$ cat src/rtl/dtlb_responder.sv
// Fully associative data TLB with single outstanding page-table walk,
// passthrough for bare/M-mode, {U,W,R} permission checking and a
// one-entry walk-fault register that reports a fault on the retried access.
module dtlb_responder #(
    parameter int NUM_ENTRIES = 8,
    parameter int VPN_W       = 27,
    parameter int PPN_W       = 28
) (
    input  logic             clk_i,
    input  logic             rst_i,
    input  logic             flush_i,
    input  logic             vm_enable_i,
    input  logic [1:0]       priv_lvl_i,
    input  logic             req_valid_i,
    input  logic [VPN_W-1:0] req_vpn_i,
    input  logic             req_store_i,
    output logic             tlb_ready_o,
    output logic             resp_miss_o,
    output logic [PPN_W-1:0] resp_ppn_o,
    output logic             resp_xcpt_load_o,
    output logic             resp_xcpt_store_o,
    output logic             ptw_req_valid_o,
    input  logic             ptw_req_ready_i,
    output logic [VPN_W-1:0] ptw_req_vpn_o,
    input  logic             ptw_resp_valid_i,
    input  logic [PPN_W-1:0] ptw_resp_ppn_i,
    input  logic [2:0]       ptw_resp_perm_i,
    input  logic             ptw_resp_fault_i
);

    localparam int IDX_W = $clog2(NUM_ENTRIES);

    localparam logic [1:0] IDLE     = 2'd0;
    localparam logic [1:0] PTW_REQ  = 2'd1;
    localparam logic [1:0] PTW_WAIT = 2'd2;
    localparam logic [1:0] DRAIN    = 2'd3;

    logic [1:0]             state_q, state_d;
    logic [NUM_ENTRIES-1:0] valid_q;
    logic [VPN_W-1:0]       vpn_q  [NUM_ENTRIES];
    logic [PPN_W-1:0]       ppn_q  [NUM_ENTRIES];
    logic [2:0]             perm_q [NUM_ENTRIES];   // {U,W,R}
    logic [IDX_W-1:0]       victim_q;
    logic                   fault_valid_q;
    logic [VPN_W-1:0]       fault_vpn_q;
    logic [VPN_W-1:0]       pend_vpn_q;

    logic             hit;
    logic [IDX_W-1:0] hit_idx;
    logic             free_found;
    logic [IDX_W-1:0] free_idx;
    logic [IDX_W-1:0] refill_idx;
    logic [2:0]       hit_perm;
    logic             lookup, passthrough, fault_hit, tlb_hit, miss, perm_fault;
    logic             refill_en, fault_set;

    // CAM match on the request vpn and lowest-index free slot search
    always_comb begin
        hit        = 1'b0;
        hit_idx    = '0;
        free_found = 1'b0;
        free_idx   = '0;
        for (int unsigned i = 0; i < NUM_ENTRIES; i++) begin
            if (valid_q[i] && vpn_q[i] == req_vpn_i) begin
                hit     = 1'b1;
                hit_idx = IDX_W'(i);
            end
            if (!valid_q[i] && !free_found) begin
                free_found = 1'b1;
                free_idx   = IDX_W'(i);
            end
        end
    end

    assign refill_idx  = free_found ? free_idx : victim_q;
    assign hit_perm    = perm_q[hit_idx];
    assign lookup      = (state_q == IDLE) && req_valid_i;
    assign passthrough = !vm_enable_i || (priv_lvl_i == 2'b11);
    // A pending walk fault outranks both the TLB hit and the miss path
    assign fault_hit   = lookup && !passthrough && fault_valid_q && (fault_vpn_q == req_vpn_i);
    assign tlb_hit     = lookup && !passthrough && !fault_hit && hit;
    assign miss        = lookup && !passthrough && !fault_hit && !hit;
    assign perm_fault  = ( req_store_i && !hit_perm[1]) ||
                         (!req_store_i && !hit_perm[0]) ||
                         (priv_lvl_i == 2'b01 &&  hit_perm[2]) ||
                         (priv_lvl_i == 2'b00 && !hit_perm[2]);

    assign tlb_ready_o       = (state_q == IDLE);
    assign resp_miss_o       = miss;
    assign resp_xcpt_store_o = (fault_hit || (tlb_hit && perm_fault)) &&  req_store_i;
    assign resp_xcpt_load_o  = (fault_hit || (tlb_hit && perm_fault)) && !req_store_i;
    assign ptw_req_valid_o   = (state_q == PTW_REQ);
    assign ptw_req_vpn_o     = pend_vpn_q;

    // Response page number: identity in passthrough, entry ppn on a hit, else zero
    always_comb begin
        resp_ppn_o = '0;
        if (lookup && passthrough) begin
            resp_ppn_o = PPN_W'(req_vpn_i);
        end else if (tlb_hit) begin
            resp_ppn_o = ppn_q[hit_idx];
        end
    end

    // Walk sequencing; flush aborts a walk, draining one response if already issued
    always_comb begin
        state_d   = state_q;
        refill_en = 1'b0;
        fault_set = 1'b0;
        case (state_q)
            IDLE: begin
                if (miss) state_d = PTW_REQ;
            end
            PTW_REQ: begin
                if (ptw_req_ready_i) state_d = flush_i ? DRAIN : PTW_WAIT;
                else if (flush_i)    state_d = IDLE;
            end
            PTW_WAIT: begin
                if (ptw_resp_valid_i) begin
                    state_d = IDLE;
                    if (!flush_i) begin
                        fault_set = ptw_resp_fault_i;
                        refill_en = !ptw_resp_fault_i;
                    end
                end else if (flush_i) begin
                    state_d = DRAIN;
                end
            end
            DRAIN: begin
                if (ptw_resp_valid_i) state_d = IDLE;
            end
            default: state_d = IDLE;
        endcase
    end

    // State, entry array, victim pointer, fault and pending registers
    always_ff @(posedge clk_i) begin
        if (rst_i) begin
            state_q       <= IDLE;
            valid_q       <= '0;
            victim_q      <= '0;
            fault_valid_q <= 1'b0;
            fault_vpn_q   <= '0;
            pend_vpn_q    <= '0;
        end else begin
            state_q <= state_d;
            if (miss) pend_vpn_q <= req_vpn_i;

            if (flush_i) begin
                valid_q <= '0;
            end else if (refill_en) begin
                valid_q[refill_idx] <= 1'b1;
                vpn_q[refill_idx]   <= pend_vpn_q;
                ppn_q[refill_idx]   <= ptw_resp_ppn_i;
                perm_q[refill_idx]  <= ptw_resp_perm_i;
                victim_q            <= victim_q + IDX_W'(1);
            end

            if (flush_i) begin
                fault_valid_q <= 1'b0;
            end else if (fault_set) begin
                fault_valid_q <= 1'b1;
                fault_vpn_q   <= pend_vpn_q;
            end else if (fault_hit) begin
                fault_valid_q <= 1'b0;
            end
        end
    end

endmodule
$ cat config.mk
export PLATFORM = sky130hd
export DESIGN_NAME = dtlb_responder
export DESIGN_NICKNAME = d
export VERILOG_FILES = /design/src/rtl/dtlb_responder.sv
export SDC_FILE = /design/constraint.sdc
export NUM_CORES = 1
export LEC_CHECK = 0
export BUFFER_PORTS_ARGS = -buffer_cell sky130_fd_sc_hd__buf_2
export CORE_UTILIZATION = 55
export DETAILED_ROUTE_END_ITERATION = 16
export PLACE_DENSITY = 0.82
export SETUP_SLACK_MARGIN = 0.15
export SYNTH_ARGS = -nofsm -noshare
export SYNTH_HDL_FRONTEND = slang
export SYNTH_SLANG_ARGS = --single-unit
$ cat constraint.sdc
create_clock -name clk_i -period 4 [get_ports clk_i]
set_clock_uncertainty 0.05 [all_clocks]
set_input_delay 0.2 -clock clk_i [delete_from_list [all_inputs] [get_ports clk_i]]
set_output_delay 0.2 -clock clk_i [all_outputs]
set_load 0.02 [all_outputs]
Yosys cells after proc, flatten, opt, wreduce, memory -nomap -nowiden

Memories as Yosys holds them, arrays and structs flattened.
Index checks and enable logic that the tools add are counted.
W data, S select, Z words.

Register bits after elaboration: 68
Bits in writable memories: 464
Output and inout port bits: 60
Logic and storage cells: 152
Memories kept: 3

Add/sub/neg operators: 1
Magnitude comparators: 2
Equal/unequal tests: 18
Muxes and demuxes: 55
Bitwise gates (word level): 2
Reduce and logical (&&, ||, !) cells: 65

Memory list:

| name   | words | width | read ports | clocked after Yosys merged registers in | write ports | line | source |
|---|---|---|---|---|---|---|---|
| ppn_q  | 8     | 28    | 1          | 0                                       | 1           | 41   | `logic [PPN_W-1:0] ppn_q [NUM_ENTRIES];` |
| vpn_q  | 8     | 27    | 8          | 0                                       | 1           | 40   | `logic [VPN_W-1:0] vpn_q [NUM_ENTRIES];` |
| perm_q | 8     | 3     | 1          | 0                                       | 1           | 42   | `logic [2:0] perm_q [NUM_ENTRIES];` |

Operators by type and width:

| operator              | count |
|---|---|
| $eq A27 B27 Y1        | 9 |
| $mux W28              | 2 |
| $mux W3               | 13 |
| $mux W1               | 32 |
| $logic_and A1 B1 Y1   | 31 |
| $logic_not A1 Y1      | 22 |
| $mux W2               | 6 |
| $or A8 B8 Y8          | 1 |
| $pmux W2 S4           | 1 |
| $eq A2 B2 Y1 const B  | 3 |
| $logic_or A1 B1 Y1    | 5 |
| $eq A2 B1 Y1 const B  | 2 |
| $logic_not A2 Y1      | 2 |
| $lt A3 B4 Y1 const B  | 1 |
| $reduce_and A2 Y1     | 2 |
| $reduce_and A4 Y1     | 1 |
| $add A3 B1 Y3 const B | 1 |
| $demux W1 S3          | 1 |
| $ge A3 B1 Y1 const B  | 1 |
| $ne A3 B2 Y1 const B  | 1 |
| $ne A3 B3 Y1 const B  | 1 |
| $ne A2 B1 Y1 const B  | 1 |
| $ne A2 B2 Y1 const B  | 1 |
| $reduce_bool A2 Y1    | 1 |
| 2 further kinds       | 2 |

Logic depth before layout (Yosys ltp)

Gate-level depths: netlist of run 1.

Depth after elaboration: 27
Depth in mapped cells: 14
Gate-level depth less buffers: 11

Worst setup path before layout of run 1

OpenSTA, ideal clock, no wires.

Kind: register to register
Start: register state_q[1]
End: memory perm_q[2][0], enable pin
Library setup time: 0.474 ns
Data arrival time: 3.807 ns
Required time: 3.476 ns
Path slack: -0.332 ns
Stages on the path, launching flop included: 7
Period minus slack after synthesis: 4.332 ns
Cell sequence: dfxtp_1 -> nor4bb_1 -> nor2b_1 -> clkbuf_1 -> nor2b_1 -> nand2_1 -> nor2_1

Longest elaborated chain between the ends: 6

Ends and longest elaborated chain:

| what                          | line | source |
|---|---|---|
| start, declared               | 38   | `logic [1:0] state_q, state_d;` |
| start signal, assigned        | 146  | `state_q <= state_d;` |
| $eq A2 B2 Y1                  | 110  | `case (state_q)` |
| $mux W1                       | 110  |  |
| $mux W1                       | 151  | `end else if (refill_en) begin` |
| $mux W1                       | 149  | `if (flush_i) begin` |
| $mux W1                       | 138  | `if (rst_i) begin` |
| $mux W1 (not written as such) | 155  | `perm_q[refill_idx] <= ptw_resp_perm_i;` |
| end, declared                 | 42   |  |

Every way passes these cells.

==> insert_results.sql, run 1 <==
INSERT INTO impl_metrics (metric_group, metric, value, unit) VALUES
('grt', 'groute.usage.overall', '0.331', ''),
('synth', 'synth.avg_cell_area', '14.3', 'µm²'),
('setup_path', 'cp.arrival', '3900', 'ps'),
('sta', 'max_clock_freq', '241', 'MHz'),
('setup_path', 'worst_setup_path_end_kind', 'output port', ''),
('layout', 'seq_area', '15300', 'µm²'),
('cts', 'clock_path_buffers', '3', ''),
('layout', 'fillerInstances', '2706', ''),
('drt', 'drt_pre_antenna_iters', '6', ''),
('drt', 'drc', '0', ''),
('layout', 'fraction_of_layout_instances_using_a_drive_strength_above_1', '0.234', ''),
('place', 'numPlacedInstances', '2238', ''),
('grt', 'grt_start_max_net_pins', '113', ''),
('setup_path', 'worst_path_dominant_cell_family', 'simple AND/OR/NAND/NOR gates', ''),
('outcome', 'result_of_the_run', 'finished with violations', ''),
('layout', 'final_net_count', '1913', ''),
('drt', 'wl_per_cell', '29.1', 'µm'),
('floorplan', 'dieArea', '42000', 'µm²'),
('sta', 'setup_viol_count_final', '27', ''),
('setup_path', 'critPathMaxFanout', '6', ''),
('sta', 'worstMarginPinSlew', '994', 'ps'),
('floorplan', 'die_height', '205', 'µm'),
('synth', 'post_synth_inst_count', '1588', ''),
('synth', 'yosys.area.top_type_share', '0.615', ''),
('sta', 'maxSlewHeadroom', '0.337', ''),
('drt', 'route.detailed.vias_per_inst', '6.34', ''),
('cts', 'ctsHtreeMaxLevel', '2', ''),
('setup_path', 'slowest_delay', '380', 'ps'),
('floorplan', 'pin_count', '129', ''),
('cts', 'cts-buffers-inserted', '52', ''),
('synth', 'yosys.cell_types.count', '66', ''),
('synth', 'synth_fp_nets', '1658', ''),
('outcome', 'violations', 'negative setup slack', ''),
('drt', 'drtAntennaViolNets', '0', ''),
('synth', 'synth-seq-area-share', '0.675', ''),
('hold_path', 'hold_path_class', 'input port to register', ''),
('place', 'hpwlAfterDp', '41.9', 'mm'),
('pwr', 'power.leakage', '0.00947', 'µW'),
('synth', 'synthesis.yosys.warnings', '0', ''),
('layout', 'finish.cell_count_without_fillers', '2413', ''),
('setup_path', 'cp_cell_sequence', 'xnor2_1, nand4_1, and4bb_2, buf_4, nand2_1, a311oi_4, or2_4, buf_12, buf_16, buf_12, mux2i_2, nand2_1, o211ai_1, nand3_1, buf_6', ''),
('grt', 'antenna_found_initial', '2', ''),
('grt', 'vias_in_the_first_global_route', '14800', ''),
('synth', 'synth_async_sr_flop_share', '0', ''),
('sta', 'hold_viol', '0', ''),
('cts', 'worst_skew_pair.late_latency', '620', 'ps'),
('sta', 'final.setup.worst_slack', '-151', 'ps'),
('setup_path', 'critical_path.startpoint', 'vpn_q[5][23]', ''),
('sta', 'unrepaired_setup_endpoints_after_global_routing', 'true', ''),
('synth', 'ys_seq_elements', '532', ''),
('floorplan', 'core_area', '40200', 'µm²'),
('synth', 'synth-edff-count', '464', ''),
('synth', 'synthesis.area', '22700', 'µm²'),
('hold_path', 'timing.hold.worst.start', 'req_vpn_i[12]', ''),
('pwr', 'vdd_ir_drop_max', '0.371', 'mV'),
('floorplan', 'core.rowCount', '73', ''),
('synth', 'dominantRegCellSynth', 'edfxtp_1', ''),
('synth', 'ys_top_cells_by_area', 'edfxtp_1 (61%), xnor2_1 (6.2%), dfxtp_1 (6.0%)', ''),
('cts', 'cts.root.buffer_cell', 'clkbuf_16', ''),
('setup_path', 'timing.setup.critical_path_class', 'register to output port', ''),
('setup_path', 'worstPathBufferInverterCount', '5', ''),
('cts', 'tritoncts', 'yes', ''),
('setup_path', 'worst-endpoint-required', '3750', 'ps'),
('sta', 'final.min_clock_period', '4150', 'ps'),
('place', 'gp_congestion', '1.03', ''),
('floorplan', 'initial_core_utilization', '0.564', ''),
('synth', 'synth_largest_area_cell', 'edfxtp_1', ''),
('sta', 'period_share', '1.04', ''),
('cts', 'cts.clk_slew.worst_paths', '60', 'ps'),
('cts', 'cts_sinks', '532', ''),
('pwr', 'power_density', '426', 'nW/µm²');
## worst reg2reg max path, stage by stage, from the launching register on
cell           delay (ps)
edfxtp_1              380
xor2_1                460
nor4_1                 90
and4bb_2              290
buf_4                 140
and2_1                210
nor4_2                320
and4_1                290
and2_2                180
buf_12                270
o22ai_1               140
a21oi_1               140
dlygate4sd3_1         540
## per-layer routing
metal  routed length [µm]  GRT usage  up-vias  part of all wire
met5                   13          0        -           0.00019
met2                32700      0.519     1079              0.47
met3                 7690     0.0633      207              0.11
li1                     -          -     6449                 -
met1                26400      0.447     7551              0.38
met4                 3320      0.153        2             0.047
## layout make-up
type	count	share of cell area
clock inverters	21	0.00780
inverters	8	0.00109
multi-input cells	969	0.265
flip-flops and latches	532	0.557
diodes	1	0.0000912
repair buffers	280	0.0908
well taps	525	0.0239
clock buffers	77	0.0538
## synth_stat cells (8+ instances only)
master	count
o211ai_1	58
mux2_2	51
buf_4	11
nor2_1	63
edfxtp_1	464
inv_1	8
buf_2	25
xnor2_1	161
dfxtp_1	68
mux2i_1	85
nand2_1	165
xor2_1	79
clkbuf_1	28
nand3_1	40
nor3_1	16
buf_6	10
nand4_1	75
a21oi_1	35
nor4_1	38
## through the flow
| stage | setup TNS (ps) | setup slack, ps | power [µW] | cell area, µm² | hold slack, ps |
|---|---|---|---|---|---|
| 2_1_floorplan | -105830 | -332 | 6500 | 22700 | 249 |
| 6_report | -2090 | -151 | 11700 | 27400 | 59.4 |
| 5_1_grt | -4760 | -242 | 11900 | 27400 | 75.4 |
| 4_1_cts | -1150 | -71.6 | 11700 | 26900 | 34.9 |
| 3_3_place_gp | 0 | 268 | 6800 | 24300 | 404 |
| 3_5_place_dp | 0 | 276 | 6810 | 24300 | 410 |
## flip-flops by register name, summed over array words and instances, names as in the netlist
name	cells
fault_valid_q	1
fault_vpn_q	27
perm_q	24
ppn_q	224
ptw_req_vpn_o	27
state_q	2
valid_q	8
victim_q	3
vpn_q	216
## cells by family (layout without fill, tap and decap cells)
family                     after synthesis  in the layout  synth area share
adders and majority gates                1              1          0.000552
and+or+nand+nor                        450            451            0.0992
xor gates and xnor gates               246            246            0.0971
DFF                                    532            532             0.675
other                                    0              1                 0
AOI/OAI and AO/OA                      129            129            0.0412
muxes                                  142            142            0.0659
buffers and inverters                   88            386            0.0211
## where the power goes
part	internal (µW)	leakage, µW	switching, µW	total, µW
Clock	2770	0.000825	2130	4900
Combinational	236	0.00368	424	660
Sequential	6040	0.00496	80.1	6120
Total	9040	0.00947	2630	11700
## placed cells by master, fill, tap and decap left out, types with 33 or more instances in the layout
cell           instances
xnor2_1              147
edfxtp_1             464
a21oi_1               35
nand4_1               75
xor2_1                78
buf_2                105
mux2_2                33
mux2i_1               83
o211ai_1              58
dfxtp_1               68
dlygate4sd3_1         37
nand3_1               37
nor2_1                54
clkbuf_16             58
nor4_1                34
buf_4                 82
nand2_1              165
## path summary, 6_finish.rpt
kind	end	slack, ps	cells after the start
max	resp_ppn_o[21]	-150	15
max reg2reg	state_q[0]	450	12
min reg2reg	fault_vpn_q[12]	420	2
min	ptw_req_vpn_o[12]	60	3
## timing repair
| action | CTS | global route |
|---|---|---|
| endpoints found under the setup margin | 30 | 30 |
| pin swaps | 33 | 42 |
| cloned | 8 | 6 |
| resized for setup | 59 | 69 |
| hold buffers | 37 | 0 |
| hold endpoints to repair | 260 | 0 |
| buffers inserted | 17 | 8 |
Note: power is estimated with default switching activity, not from simulation.
==> inputs of run 2 (changes only) <==
ABC_AREA = 1   (was not set)
==> run 2 against run 1 <==
Net effect: cell count grew 45%; die area is 10% higher; clock power grew 8.0%; total power grew 10%; global-route usage increased by 9.0 points; via count up 42%; core utilization fell by 0.62 points; clock-buffer cell count fell by 7; sequential share of layout area decreased by 5.0 points; area after synthesis increased by 10%; critical path type unchanged; highest routed layer is now met4; the flow now finishes without violations; wire length rose by 44%; largest power group unchanged.
==> insert_results.sql, run 2 <==
INSERT INTO impl_metrics (metric_group, metric, value, unit) VALUES
('synth', 'yosys.cell_count.top_type', 'nand2_1', ''),
('synth', 'synth_async_sr_flop_share', '0', ''),
('synth', 'synth_fp_nets', '2670', ''),
('synth', 'ys_seq_elements', '532', ''),
('place', 'port-buffer-count', '128', ''),
('layout', 'final_net_count', '2921', ''),
('sta', 'maxSlewHeadroom', '0.318', ''),
('synth', 'post_synth_inst_count', '2600', ''),
('synth', 'synthesis.area', '25000', 'µm²'),
('pwr', 'power_density', '427', 'nW/µm²'),
('grt', 'antenna_found_initial', '1', ''),
('cts', 'clock_path_buffers', '3', ''),
('layout', 'finish.cell_count_without_fillers', '3489', ''),
('drt', 'drt_pre_antenna_iters', '7', ''),
('cts', 'ctsHtreeMaxLevel', '2', ''),
('cts', 'worst_skew_pair.late_latency', '640', 'ps'),
('grt', 'vias_in_the_first_global_route', '20800', ''),
('flow_run', 'max-cap-violations', '0', ''),
('layout', 'fraction_of_layout_instances_using_a_drive_strength_above_1', '0.201', ''),
('synth', 'synth.avg_cell_area', '9.61', 'µm²'),
('outcome', 'result_of_the_run', 'finished, final reports clean', ''),
('sta', 'unrepaired_setup_endpoints_after_global_routing', 'true', ''),
('floorplan', 'pin_count', '129', ''),
('layout', 'most-common-layout-cells', 'nand2_1 (733), edfxtp_1 (464), nor2_1 (219), inv_1 (215)', ''),
('cts', 'cts_sinks', '532', ''),
('place', 'hpwlAfterDp', '65.6', 'mm'),
('synth', 'ys_top_cells_by_area', 'edfxtp_1 (56%), nand2_1 (12%), dfxtp_1 (5.4%)', ''),
('cts', 'cts-buffers-inserted', '54', ''),
('sta', 'final.min_clock_period', '3900', 'ps'),
('pwr', 'power.leakage', '0.0120', 'µW'),
('drt', 'route.detailed.vias_per_inst', '6.24', ''),
('sta', 'worst_hold_slack', '32.0', 'ps'),
('synth', 'synth-seq-area-share', '0.612', ''),
('grt', 'grt_start_max_net_pins', '59', ''),
('floorplan', 'dieArea', '46300', 'µm²'),
('drt', 'route.met3.wl', '10.5', 'mm'),
('place', 'numPlacedInstances', '3309', ''),
('setup_path', 'cp.arrival', '3650', 'ps'),
('drt', 'wl_per_cell', '28.9', 'µm'),
('layout', 'layout_commonest_cell', 'nand2_1', ''),
('pwr', 'overall_power', '12800', 'µW'),
('layout', 'layout_top_registers', 'ppn_q x224, vpn_q x216', ''),
('drt', 'highest_layer', 'met4', ''),
('drt', 'met2_length', '47.7', 'mm'),
('synth', 'dominantRegCellSynth', 'edfxtp_1', ''),
('sta', 'setup_viol_count_final', '0', ''),
('layout', 'antennaDiodeCount', '0', ''),
('drt', 'drtAntennaViolNets', '0', ''),
('synth', 'synthesis.yosys.warnings', '0', ''),
('floorplan', 'core_area', '44500', 'µm²'),
('grt', 'grt_pass1_wl', '139', 'mm'),
('grt', 'total_gr_overflow', '0', ''),
('drt', 'vias', '21800', ''),
('sta', 'max_clock_freq', '256', 'MHz'),
('setup_path', 'critPathMaxFanout', '7', ''),
('setup_path', 'timing.setup.critical_path_class', 'register to output port', ''),
('synth', 'synth_largest_area_cell', 'edfxtp_1', ''),
('place', 'gp_congestion', '1.02', ''),
('sta', 'period_share', '0.976', ''),
('layout', 'postLayoutCoreUtil', '0.676', ''),
('sta', 'worstMarginPinSlew', '1020', 'ps'),
('setup_path', 'worst-endpoint-required', '3750', 'ps'),
('sta', 'hold_viol', '0', ''),
('layout', 'largest-register', 'ppn_q', ''),
('floorplan', 'core.rowCount', '77', ''),
('synth', 'synth-edff-count', '464', ''),
('sta', 'finalMaxSlewViolations', '0', ''),
('sta', 'fin_setup_tns', '0', 'ps'),
('drt', 'drc', '0', ''),
('grt', 'groute.usage.overall', '0.421', ''),
('cts', 'cts.clk_slew.worst_paths', '60', 'ps'),
('floorplan', 'initial_core_utilization', '0.561', ''),
('drt', 'first_iter_violations', '2995', ''),
('pwr', 'vdd_ir_drop_max', '0.487', 'mV'),
('layout', 'syn2layout_area_growth', '20.5', '%'),
('synth', 'synthTopCellsByCount', 'nand2_1 (775), edfxtp_1 (464), nor2_1 (248), inv_1 (217), nand3_1 (131)', ''),
('cts', 'cts.root.buffer_cell', 'clkbuf_16', ''),
('synth', 'yosys.area.top_type_share', '0.558', ''),
('cts', 'tritoncts', 'yes', ''),
('hold_path', 'hold_path_class', 'input port to register', ''),
('synth', 'yosys.cell_types.count', '55', ''),
('floorplan', 'die_height', '215', 'µm'),
('floorplan', 'width_of_the_die', '215', 'µm'),
('drt', 'wl', '101', 'mm'),
('setup_path', 'worst_setup_path_start_kind', 'register', ''),
('layout', 'largest_reg_flops', '224', ''),
('drt', 'route.layer.met1.wl', '33.9', 'mm'),
('setup_path', 'worst_setup_path_end_kind', 'output port', '');
==> run 2: changes by cell type in the layout (fill, tap and decap cells not counted), sizes merged, moves of 58 or more <==
cell,previous run,this run
nand3,40,134
inv,10,248
o21ai,6,108
xor2,79,20
mux2i,85,0
nand2,165,789
a21oi,36,108
nor2,64,250
o211ai,59,1
xnor2,167,37
==> run 2: layer usage <==
metal | global-route usage | vias to the layer above
met5 | 0 | -
met3 | 0.0609 | 435
li1 | - | 9262
met1 | 0.506 | 10300
met2 | 0.704 | 1734
met4 | 0.285 | 0
==> run 2: cell families (layout without fill, tap and decap cells) <==
family / Yosys count / in the layout / share of synthesized area
XOR/XNOR: 57 / 57 / 0.0200
AND/OR/NAND/NOR: 1384 / 1385 / 0.238
buffers and inverters: 354 / 650 / 0.0688
flip-flops: 532 / 532 / 0.612
adder cells (fa/ha/maj): 1 / 1 / 0.000501
AO/OA/AOI/OAI: 272 / 272 / 0.0603
==> run 2: power breakdown <==
group / internal (µW) / total (µW) / switching (µW)
logic: 344 / 1140 / 800
registers: 6160 / 6410 / 253
clock network: 2990 / 5290 / 2300
total: 9490 / 12800 / 3360
==> run 2: final timing paths <==
path	from	endpoint	slack (ps)	depth (start not counted)
min	req_vpn_i[11]	ptw_req_vpn_o[11]	30	3
max	vpn_q[0][13]	resp_ppn_o[18]	100	10
min reg2reg	fault_vpn_q[7]	fault_vpn_q[7]	420	2
max reg2reg	valid_q[0]	ppn_q[2][6]	730	14
==> run 2: final cells by class <==
cell class / instances / area (µm²)
clock buffer: 70 / 1420
clock inverter: 32 / 397
timing repair buffer: 298 / 2570
inverter: 250 / 965
tap: 592 / 741
multi-input combinational: 1715 / 8720
sequential: 532 / 15300
fill: 3268 / 14400
==> run 2: stage by stage <==
stage / area [µm²] / setup WS [ps]
finish: 30100 / 95.2
global route: 30100 / 44.1
CTS: 29200 / 139
detailed placement: 26600 / 124
global placement: 26600 / 182
floorplan: 25000 / 484
==> run 2: critical path, stage by stage, from the launching register on <==
cell and delay, ps:
edfxtp_1 460, a211oi_1 360, nand3_1 180, nor3_1 580, a311oi_1 310, buf_4 230, a21oi_2 260, buf_4 220
nand2_1 70, o22ai_1 180, buf_4 190
==> run 2: what timing repair did <==
| action | CTS | global route |
|---|---|---|
| hold buffers | 39 | 1 |
| endpoints found under the setup margin | 31 | 30 |
| gates cloned | 4 | 5 |
| hold endpoints to repair | 257 | 1 |
| pin swaps | 11 | 62 |
| gates resized for setup | 65 | 145 |
| buffers inserted | 7 | 23 |
